File: config.mk
export PLATFORM = sky130hd
export DESIGN_NAME = shim_cfg_stable_latch
export DESIGN_NICKNAME = d
export VERILOG_FILES = /design/src/rtl/shim_cfg_pkg.sv /design/src/rtl/shim_cfg_field_qual.sv /design/src/rtl/shim_cfg_stable_latch.sv
export SDC_FILE = /design/constraint.sdc
export NUM_CORES = 1
export LEC_CHECK = 0
export BUFFER_PORTS_ARGS = -buffer_cell sky130_fd_sc_hd__buf_2
export CORE_ASPECT_RATIO = 1.25
export CORE_MARGIN = 4
export CORE_UTILIZATION = 54
export CTS_CLUSTER_DIAMETER = 150
export CTS_CLUSTER_SIZE = 12
export DETAILED_ROUTE_END_ITERATION = 16
export PLACE_DENSITY = 0.92
export RECOVER_POWER = 50
export SKIP_LAST_GASP = 1
export SLEW_MARGIN = 40
export SYNTH_ARGS = -nofsm -noshare
export SYNTH_HDL_FRONTEND = slang
export SYNTH_SLANG_ARGS = --single-unit
export TNS_END_PERCENT = 50
File: constraint.sdc
create_clock -name clk -period 5.3 [get_ports clk]
set_input_delay 0.53 -clock clk [delete_from_list [all_inputs] [get_ports clk]]
set_output_delay 0.53 -clock clk [all_outputs]
set_load 0.005 [all_outputs]
File: src/rtl/shim_cfg_pkg.sv
// Shared definitions for the SPI-domain config stability shim.
// Holds the per-field state encoding, the defaults shared with the AXI
// cfg block, and the bit-offset helper used to pack and unpack field i
// on the flat NUM_FIELDS*FIELD_W buses.
package shim_cfg_pkg;

    typedef enum logic [1:0] {
        STABLE  = 2'd0,
        SETTLE  = 2'd1,
        PENDING = 2'd2
    } field_state_e;

    localparam logic [14:0] INTEG_THRESH_AVG_DEFAULT = 15'h1000;
    localparam logic [31:0] INTEG_WINDOW_DEFAULT     = 32'h0001_0000;

    // LSB position of field idx on a flat bus of width-bit fields.
    function automatic int unsigned field_lsb(input int unsigned idx,
                                              input int unsigned width);
        return idx * width;
    endfunction

endpackage

File: src/rtl/shim_cfg_field_qual.sv
// One config field qualifier: tracks a candidate value and how long din
// has matched it, and requests a commit once it has been steady for
// STABLE_CYCLES consecutive samples. The committed value itself lives in
// the top level; this block only decides when to take it.
// Optional build macro: SHIM_CFG_ATOMIC_COMMIT_EN (adds ready_o).
module shim_cfg_field_qual
    import shim_cfg_pkg::*;
#(
    parameter int unsigned FIELD_W       = 32,
    parameter int unsigned STABLE_CYCLES = 4,
    parameter int unsigned CNT_W         = 3
) (
    input  logic               clk,
    input  logic               reset,
    input  logic [FIELD_W-1:0] din,
    input  logic [FIELD_W-1:0] din_default,
    input  logic [FIELD_W-1:0] dout_cur,
    input  logic               valid_cur,
    input  logic               commit_en,
    output logic [FIELD_W-1:0] cand_o,
    output logic               commit_o,
    output logic               blocked_o,
`ifdef SHIM_CFG_ATOMIC_COMMIT_EN
    output logic               ready_o,
`endif
    output logic               pending_o
);

    localparam logic [CNT_W-1:0] CNT_LAST = CNT_W'(STABLE_CYCLES - 1);
    localparam logic [CNT_W-1:0] CNT_MAX  = CNT_W'(STABLE_CYCLES);

    field_state_e       state_q, state_d;
    logic [FIELD_W-1:0] cand_q, cand_d;
    logic [CNT_W-1:0]   cnt_q, cnt_d;
    logic               din_diff;
    logic               at_final;
    logic               need_commit;

    assign din_diff    = (din != cand_q);
    assign at_final    = (cnt_q == CNT_LAST);
    // Before the first commit the candidate always commits, even when it
    // equals the reset default, so dout_valid can rise.
    assign need_commit = (cand_q != dout_cur) || !valid_cur;

`ifdef SHIM_CFG_ATOMIC_COMMIT_EN
    // Field will not be in SETTLE after this edge; independent of commit_en.
    assign ready_o = !din_diff && ((state_q != SETTLE) || at_final);
`endif

    // Next-state, candidate and settle-counter logic.
    always_comb begin
        state_d   = state_q;
        cand_d    = cand_q;
        cnt_d     = cnt_q;
        commit_o  = 1'b0;
        blocked_o = 1'b0;
        case (state_q)
            STABLE: begin
                if (din_diff) begin
                    cand_d  = din;
                    cnt_d   = '0;
                    state_d = SETTLE;
                end
            end
            SETTLE: begin
                if (din_diff) begin
                    cand_d = din;
                    cnt_d  = '0;
                end else if (at_final) begin
                    if (!need_commit) begin
                        state_d = STABLE;
                    end else if (commit_en) begin
                        commit_o = 1'b1;
                        state_d  = STABLE;
                    end else begin
                        blocked_o = 1'b1;
                        state_d   = PENDING;
                    end
                end else if (cnt_q != CNT_MAX) begin
                    cnt_d = cnt_q + 1'b1;
                end
            end
            PENDING: begin
                if (din_diff) begin
                    cand_d  = din;
                    cnt_d   = '0;
                    state_d = SETTLE;
                end else if (commit_en) begin
                    commit_o = 1'b1;
                    state_d  = STABLE;
                end
            end
            default: begin
                state_d = STABLE;
            end
        endcase
    end

    // State registers; reset discards any candidate in flight.
    always_ff @(posedge clk) begin
        if (reset) begin
            state_q <= STABLE;
            cand_q  <= din_default;
            cnt_q   <= '0;
        end else begin
            state_q <= state_d;
            cand_q  <= cand_d;
            cnt_q   <= cnt_d;
        end
    end

    assign cand_o    = cand_q;
    assign pending_o = (state_q == PENDING);

endmodule

File: src/rtl/shim_cfg_stable_latch.sv
// Config stability shim: admits each field of din to dout only after it
// has held one value for STABLE_CYCLES samples, holds commits while lock
// is high, and flags qualifications that lock blocked.
// Optional build macro: SHIM_CFG_ATOMIC_COMMIT_EN -- all fields commit as
// one group once none is settling and lock is low.
module shim_cfg_stable_latch
    import shim_cfg_pkg::*;
#(
    parameter int unsigned NUM_FIELDS    = 4,
    parameter int unsigned FIELD_W       = 32,
    parameter int unsigned STABLE_CYCLES = 4,
    parameter int unsigned CNT_W         = $clog2(STABLE_CYCLES + 1)
) (
    input  logic                          clk,
    input  logic                          reset,
    input  logic [NUM_FIELDS*FIELD_W-1:0] din,
    input  logic [NUM_FIELDS*FIELD_W-1:0] din_default,
    input  logic                          lock,
    output logic [NUM_FIELDS*FIELD_W-1:0] dout,
    output logic [NUM_FIELDS-1:0]         dout_valid,
    output logic [NUM_FIELDS-1:0]         update,
    output logic [NUM_FIELDS-1:0]         pending,
    output logic                          lock_violation,
    input  logic                          violation_clear
);

    logic [NUM_FIELDS*FIELD_W-1:0] dout_q, dout_d;
    logic [NUM_FIELDS*FIELD_W-1:0] cand_bus;
    logic [NUM_FIELDS-1:0]         valid_q, valid_d;
    logic [NUM_FIELDS-1:0]         update_q, update_d;
    logic [NUM_FIELDS-1:0]         commit;
    logic [NUM_FIELDS-1:0]         blocked;
    logic [NUM_FIELDS-1:0]         commit_en;
    logic                          viol_q, viol_d;

`ifdef SHIM_CFG_ATOMIC_COMMIT_EN
    logic [NUM_FIELDS-1:0] ready;
    logic                  group_go;

    assign group_go  = !lock && (&ready);
    assign commit_en = {NUM_FIELDS{group_go}};
`else
    assign commit_en = {NUM_FIELDS{!lock}};
`endif

    for (genvar i = 0; i < NUM_FIELDS; i++) begin : g_field
        shim_cfg_field_qual #(
            .FIELD_W      (FIELD_W),
            .STABLE_CYCLES(STABLE_CYCLES),
            .CNT_W        (CNT_W)
        ) u_qual (
            .clk        (clk),
            .reset      (reset),
            .din        (din[field_lsb(i, FIELD_W) +: FIELD_W]),
            .din_default(din_default[field_lsb(i, FIELD_W) +: FIELD_W]),
            .dout_cur   (dout_q[field_lsb(i, FIELD_W) +: FIELD_W]),
            .valid_cur  (valid_q[i]),
            .commit_en  (commit_en[i]),
            .cand_o     (cand_bus[field_lsb(i, FIELD_W) +: FIELD_W]),
            .commit_o   (commit[i]),
            .blocked_o  (blocked[i]),
`ifdef SHIM_CFG_ATOMIC_COMMIT_EN
            .ready_o    (ready[i]),
`endif
            .pending_o  (pending[i])
        );
    end

    // Commit qualified candidates into dout with a one-cycle update pulse.
    always_comb begin
        dout_d   = dout_q;
        valid_d  = valid_q;
        update_d = '0;
        for (int unsigned i = 0; i < NUM_FIELDS; i++) begin
            if (commit[i]) begin
                dout_d[field_lsb(i, FIELD_W) +: FIELD_W] =
                    cand_bus[field_lsb(i, FIELD_W) +: FIELD_W];
                valid_d[i]  = 1'b1;
                update_d[i] = 1'b1;
            end
        end
    end

    // Sticky lock-violation flag; a new violation beats a same-cycle clear.
    always_comb begin
        viol_d = viol_q;
        if (violation_clear) begin
            viol_d = 1'b0;
        end
        if (lock && (|blocked)) begin
            viol_d = 1'b1;
        end
    end

    // Output registers.
    always_ff @(posedge clk) begin
        if (reset) begin
            dout_q   <= din_default;
            valid_q  <= '0;
            update_q <= '0;
            viol_q   <= 1'b0;
        end else begin
            dout_q   <= dout_d;
            valid_q  <= valid_d;
            update_q <= update_d;
            viol_q   <= viol_d;
        end
    end

    assign dout           = dout_q;
    assign dout_valid     = valid_q;
    assign update         = update_q;
    assign lock_violation = viol_q;

endmodule

==> reports/qor.yml <==
grt_antenna_before_repair: 3
via_count: 12600
total_power_w: 0.00560
grt_pass1_vias: 12700
cp-end-kind: "flop"
layout.nets: 2185
die_height_um: 196
clock_sinks: 285
powerDensity_mw_per_mm2: 306
syn_area_mm2: 0.0153
rsz0062_at_grt: "false"
wl_met3_um: 3660
clk_latency_ns: 0.54
cp_num_buf_inv: 2
hold_path_class: "input pin to flop"
postRouteAntennaNets: 0
hpwl_um: 32600
power.switching_w: 0.00157
setup_viol: 0
yosysWarnings: 0
power_frac_comb_pct: 17.0
top_layer: "met4"
routed_wl_um: 43400
cp_max_fo: 180
synth.avg_cell_area_um2: 10.1
worstRegToRegCells: 7
grt_pass1_wl_um: 65400
cap_viol_max_count: 1
post_drt_via_cell_ratio: 5.54
synth_cell_types: 48
drt-met1-wl_um: 15600
globalRouteOverflowTotal: 0
worstPathRequired_ns: 5.59
relSlewSlack_pct: -98.6
ys_ff_latch: 285
p_int_w: 0.00403
path_class: "input pin to flop"
slew_viol_final: 181
cts_buffer_depth: 3
dr.pass1.iters: 6
critical_path.max_stage_delay_ns: 2.13
cellLeakagePower_nw: 8.08
fin_util_pct: 66.0
dieWidth_um: 159
holdWs_ns: 0.256
initial_core_util_pct: 55.1
fin_tns_setup_ns: 0
vdd_drop_max_v: 0.000272
htree_levels: 1
pwr-share-clk_pct: 31.9
synth_edf_count: 256
period_share_pct: 70.5
path_delay_family: "buffers and inverters"
cts_buffers: 27
clock-root-buffer: "clkbuf_16"
coreArea_mm2: 0.0277
violations: "max-capacitance violations, max-slew violations"
clock.fmax_mhz: 268
place_congestion: 0.907
swShare_pct: 28.0
io_pins: 401
ys_seq_area_share_pct: 54.1
postSynthCellCount: 1509
finalCriticalPeriod_ns: 3.74
slowest_stage: "clkbuf_2"
tightest_slew_ns: 2.98
cts.clk_slew.worst_paths_ns: 0.06
syn2layout_area_growth_pct: 19.7
route.detailed.drc: 0
port_buffers: 400
rows: 68
gr-usage-all-layers_pct: 26.4
drive_above_1_share_pct: 18.1
wl_per_cell_um: 19.1
hold_violations: 0
synth-async-reset-ratio_pct: 0
crit_chain: "buf_8 > clkbuf_2 > nand2_1 > o21ai_0"
critPathLaunchType: "input pin"
drt_iter0_drc: 1163
cts_tree: "built"
dieArea_mm2: 0.0311
clock_skew_ns: 0.0145
sequentialPowerShare_pct: 51.0
syn_nets: 1799
grt_start_max_net_pins: 181
cp_data_arrival_time_ns: 4.03
postCtsSetupRepairBufs: 0
outcome: "finished with violations"
cts_hold_buf: 0
cts_resized: 0
ys.flop_type: "edfxtp_1"
crit_cells: 4
route.met2.wl_um: 22000
whs_path_depth: 3
[worst min-delay path, delay by kind of cell]
family / cells / cell delay [ns]
buf+inv: 1 / 0.07
simple gates: 1 / 0.09
compound gates: 1 / 0.05
[final cells by class]
| cell class | count | area (um^2) |
|---|---|---|
| Antenna cell | 3 | 7.51 |
| Clock buffer | 47 | 751 |
| Clock inverter | 2 | 13.8 |
| Fill cell | 2044 | 9430 |
| Inverter | 284 | 1070 |
| Multi-Input combinational cell | 884 | 5750 |
| Sequential cell | 285 | 8270 |
| Tap cell | 350 | 438 |
| Timing Repair Buffer | 413 | 2010 |
[synthesized netlist by cell type, types with 2 or more instances]
cell type | n | share of area, %
o31ai_1 | 4 | 0.20
nand2_1 | 133 | 3.3
and4_1 | 4 | 0.23
and3_1 | 3 | 0.12
xor2_1 | 171 | 9.8
edfxtp_1 | 256 | 50
or3_1 | 2 | 0.082
a21o_1 | 6 | 0.29
a21oi_1 | 27 | 0.88
nor4_1 | 47 | 1.9
inv_1 | 283 | 6.9
or4_1 | 2 | 0.098
clkbuf_1 | 45 | 1.1
nor2_1 | 16 | 0.39
nor2_2 | 3 | 0.12
a41o_1 | 2 | 0.13
nand4b_1 | 4 | 0.23
nand3_1 | 8 | 0.26
xnor2_1 | 84 | 4.8
nand2b_1 | 11 | 0.45
ha_1 | 30 | 2.5
o21a_1 | 3 | 0.15
a41oi_1 | 2 | 0.11
mux2_1 | 2 | 0.15
buf_2 | 3 | 0.098
nor3_1 | 7 | 0.23
nand4_1 | 34 | 1.4
o21ai_0 | 262 | 8.6
dfxtp_1 | 29 | 3.8
buf_4 | 8 | 0.39
[registers in the layout (all words and copies together) (netlist names)]
| register | cells |
|---|---|
| g_field.u_qual.state_q | 8 |
| dout_valid | 4 |
| update | 4 |
| g_field.u_qual.cand_o | 128 |
| g_field.u_qual.cnt_q | 12 |
| lock_violation | 1 |
| dout | 128 |
[routing by layer]
metal / vias up / track usage (%)
met5: - / 0
li1: 5833 / -
met2: 709 / 46.7
met4: 0 / 12.6
met1: 5886 / 30.6
met3: 144 / 4.63
[through the flow]
step	instance area [um^2]	std cells	worst slack, ns
floorplan	15300	1509	1.50
global placement	17600	2211	2.04
detailed placement	17700	2215	2.00
CTS	18400	2264	2.19
global route	18300	2268	1.22
finish	18300	2268	1.56
[final timing paths]
path	startpoint	to	slack [ns]
worst max register to register	g_field[3].u_qual.cand_o[3]$_DFFE_PP_	dout[123]$_DFFE_PP_	2.13
worst min-delay path	violation_clear	lock_violation$_SDFFE_PP0P_	0.26
worst min register to register	lock_violation$_SDFFE_PP0P_	lock_violation$_SDFFE_PP0P_	0.47
worst max-delay path	reset	dout[118]$_DFFE_PP_	1.56
[cells in the final DEF (no fill, tap or decap), types with 4 or more instances in the layout]
| master | netlist | layout |
|---|---|---|
| buf_2 | 3 | 293 |
| inv_1 | 283 | 283 |
| o21ai_0 | 262 | 258 |
| edfxtp_1 | 256 | 256 |
| xor2_1 | 171 | 171 |
| nand2_1 | 133 | 133 |
| clkbuf_1 | 45 | 124 |
| xnor2_1 | 84 | 84 |
| nor4_1 | 47 | 47 |
| nand4_1 | 34 | 34 |
| ha_1 | 30 | 30 |
| dfxtp_1 | 29 | 29 |
| a21oi_1 | 27 | 27 |
| clkbuf_16 | 0 | 27 |
| nor2_1 | 16 | 16 |
| nand2b_1 | 11 | 11 |
| nand3_1 | 8 | 8 |
| nor3_1 | 7 | 7 |
| a21o_1 | 6 | 6 |
| buf_4 | 8 | 6 |
| buf_8 | 0 | 5 |
| o31ai_1 | 4 | 4 |
| and4_1 | 4 | 4 |
| nand4b_1 | 4 | 4 |
[logic make-up (layout without fill, tap and decap cells)]
family | Yosys count | count (layout) | share of synthesized area, %
mux | 3 | 3 | 0.213
buf+inv | 340 | 746 | 8.57
compound gates | 315 | 315 | 10.9
xor+xnor | 255 | 255 | 14.6
fa+ha+maj | 30 | 30 | 2.45
flops | 285 | 285 | 54.1
other cells | 0 | 3 | 0
simple gates | 281 | 281 | 9.20
[power groups by stage]
stage	combinational, W	sequential, W	clock (W)
after global routing	0.00105	0.00288	0.00190
after global placement	0.000904	0.00288	0
final	0.000952	0.00286	0.00179
after detailed placement	0.000944	0.00290	0
after CTS	0.000958	0.00285	0.00181
after floorplan	0.000553	0.00287	0
No activity file was read; power rests on OpenSTA's default activity.
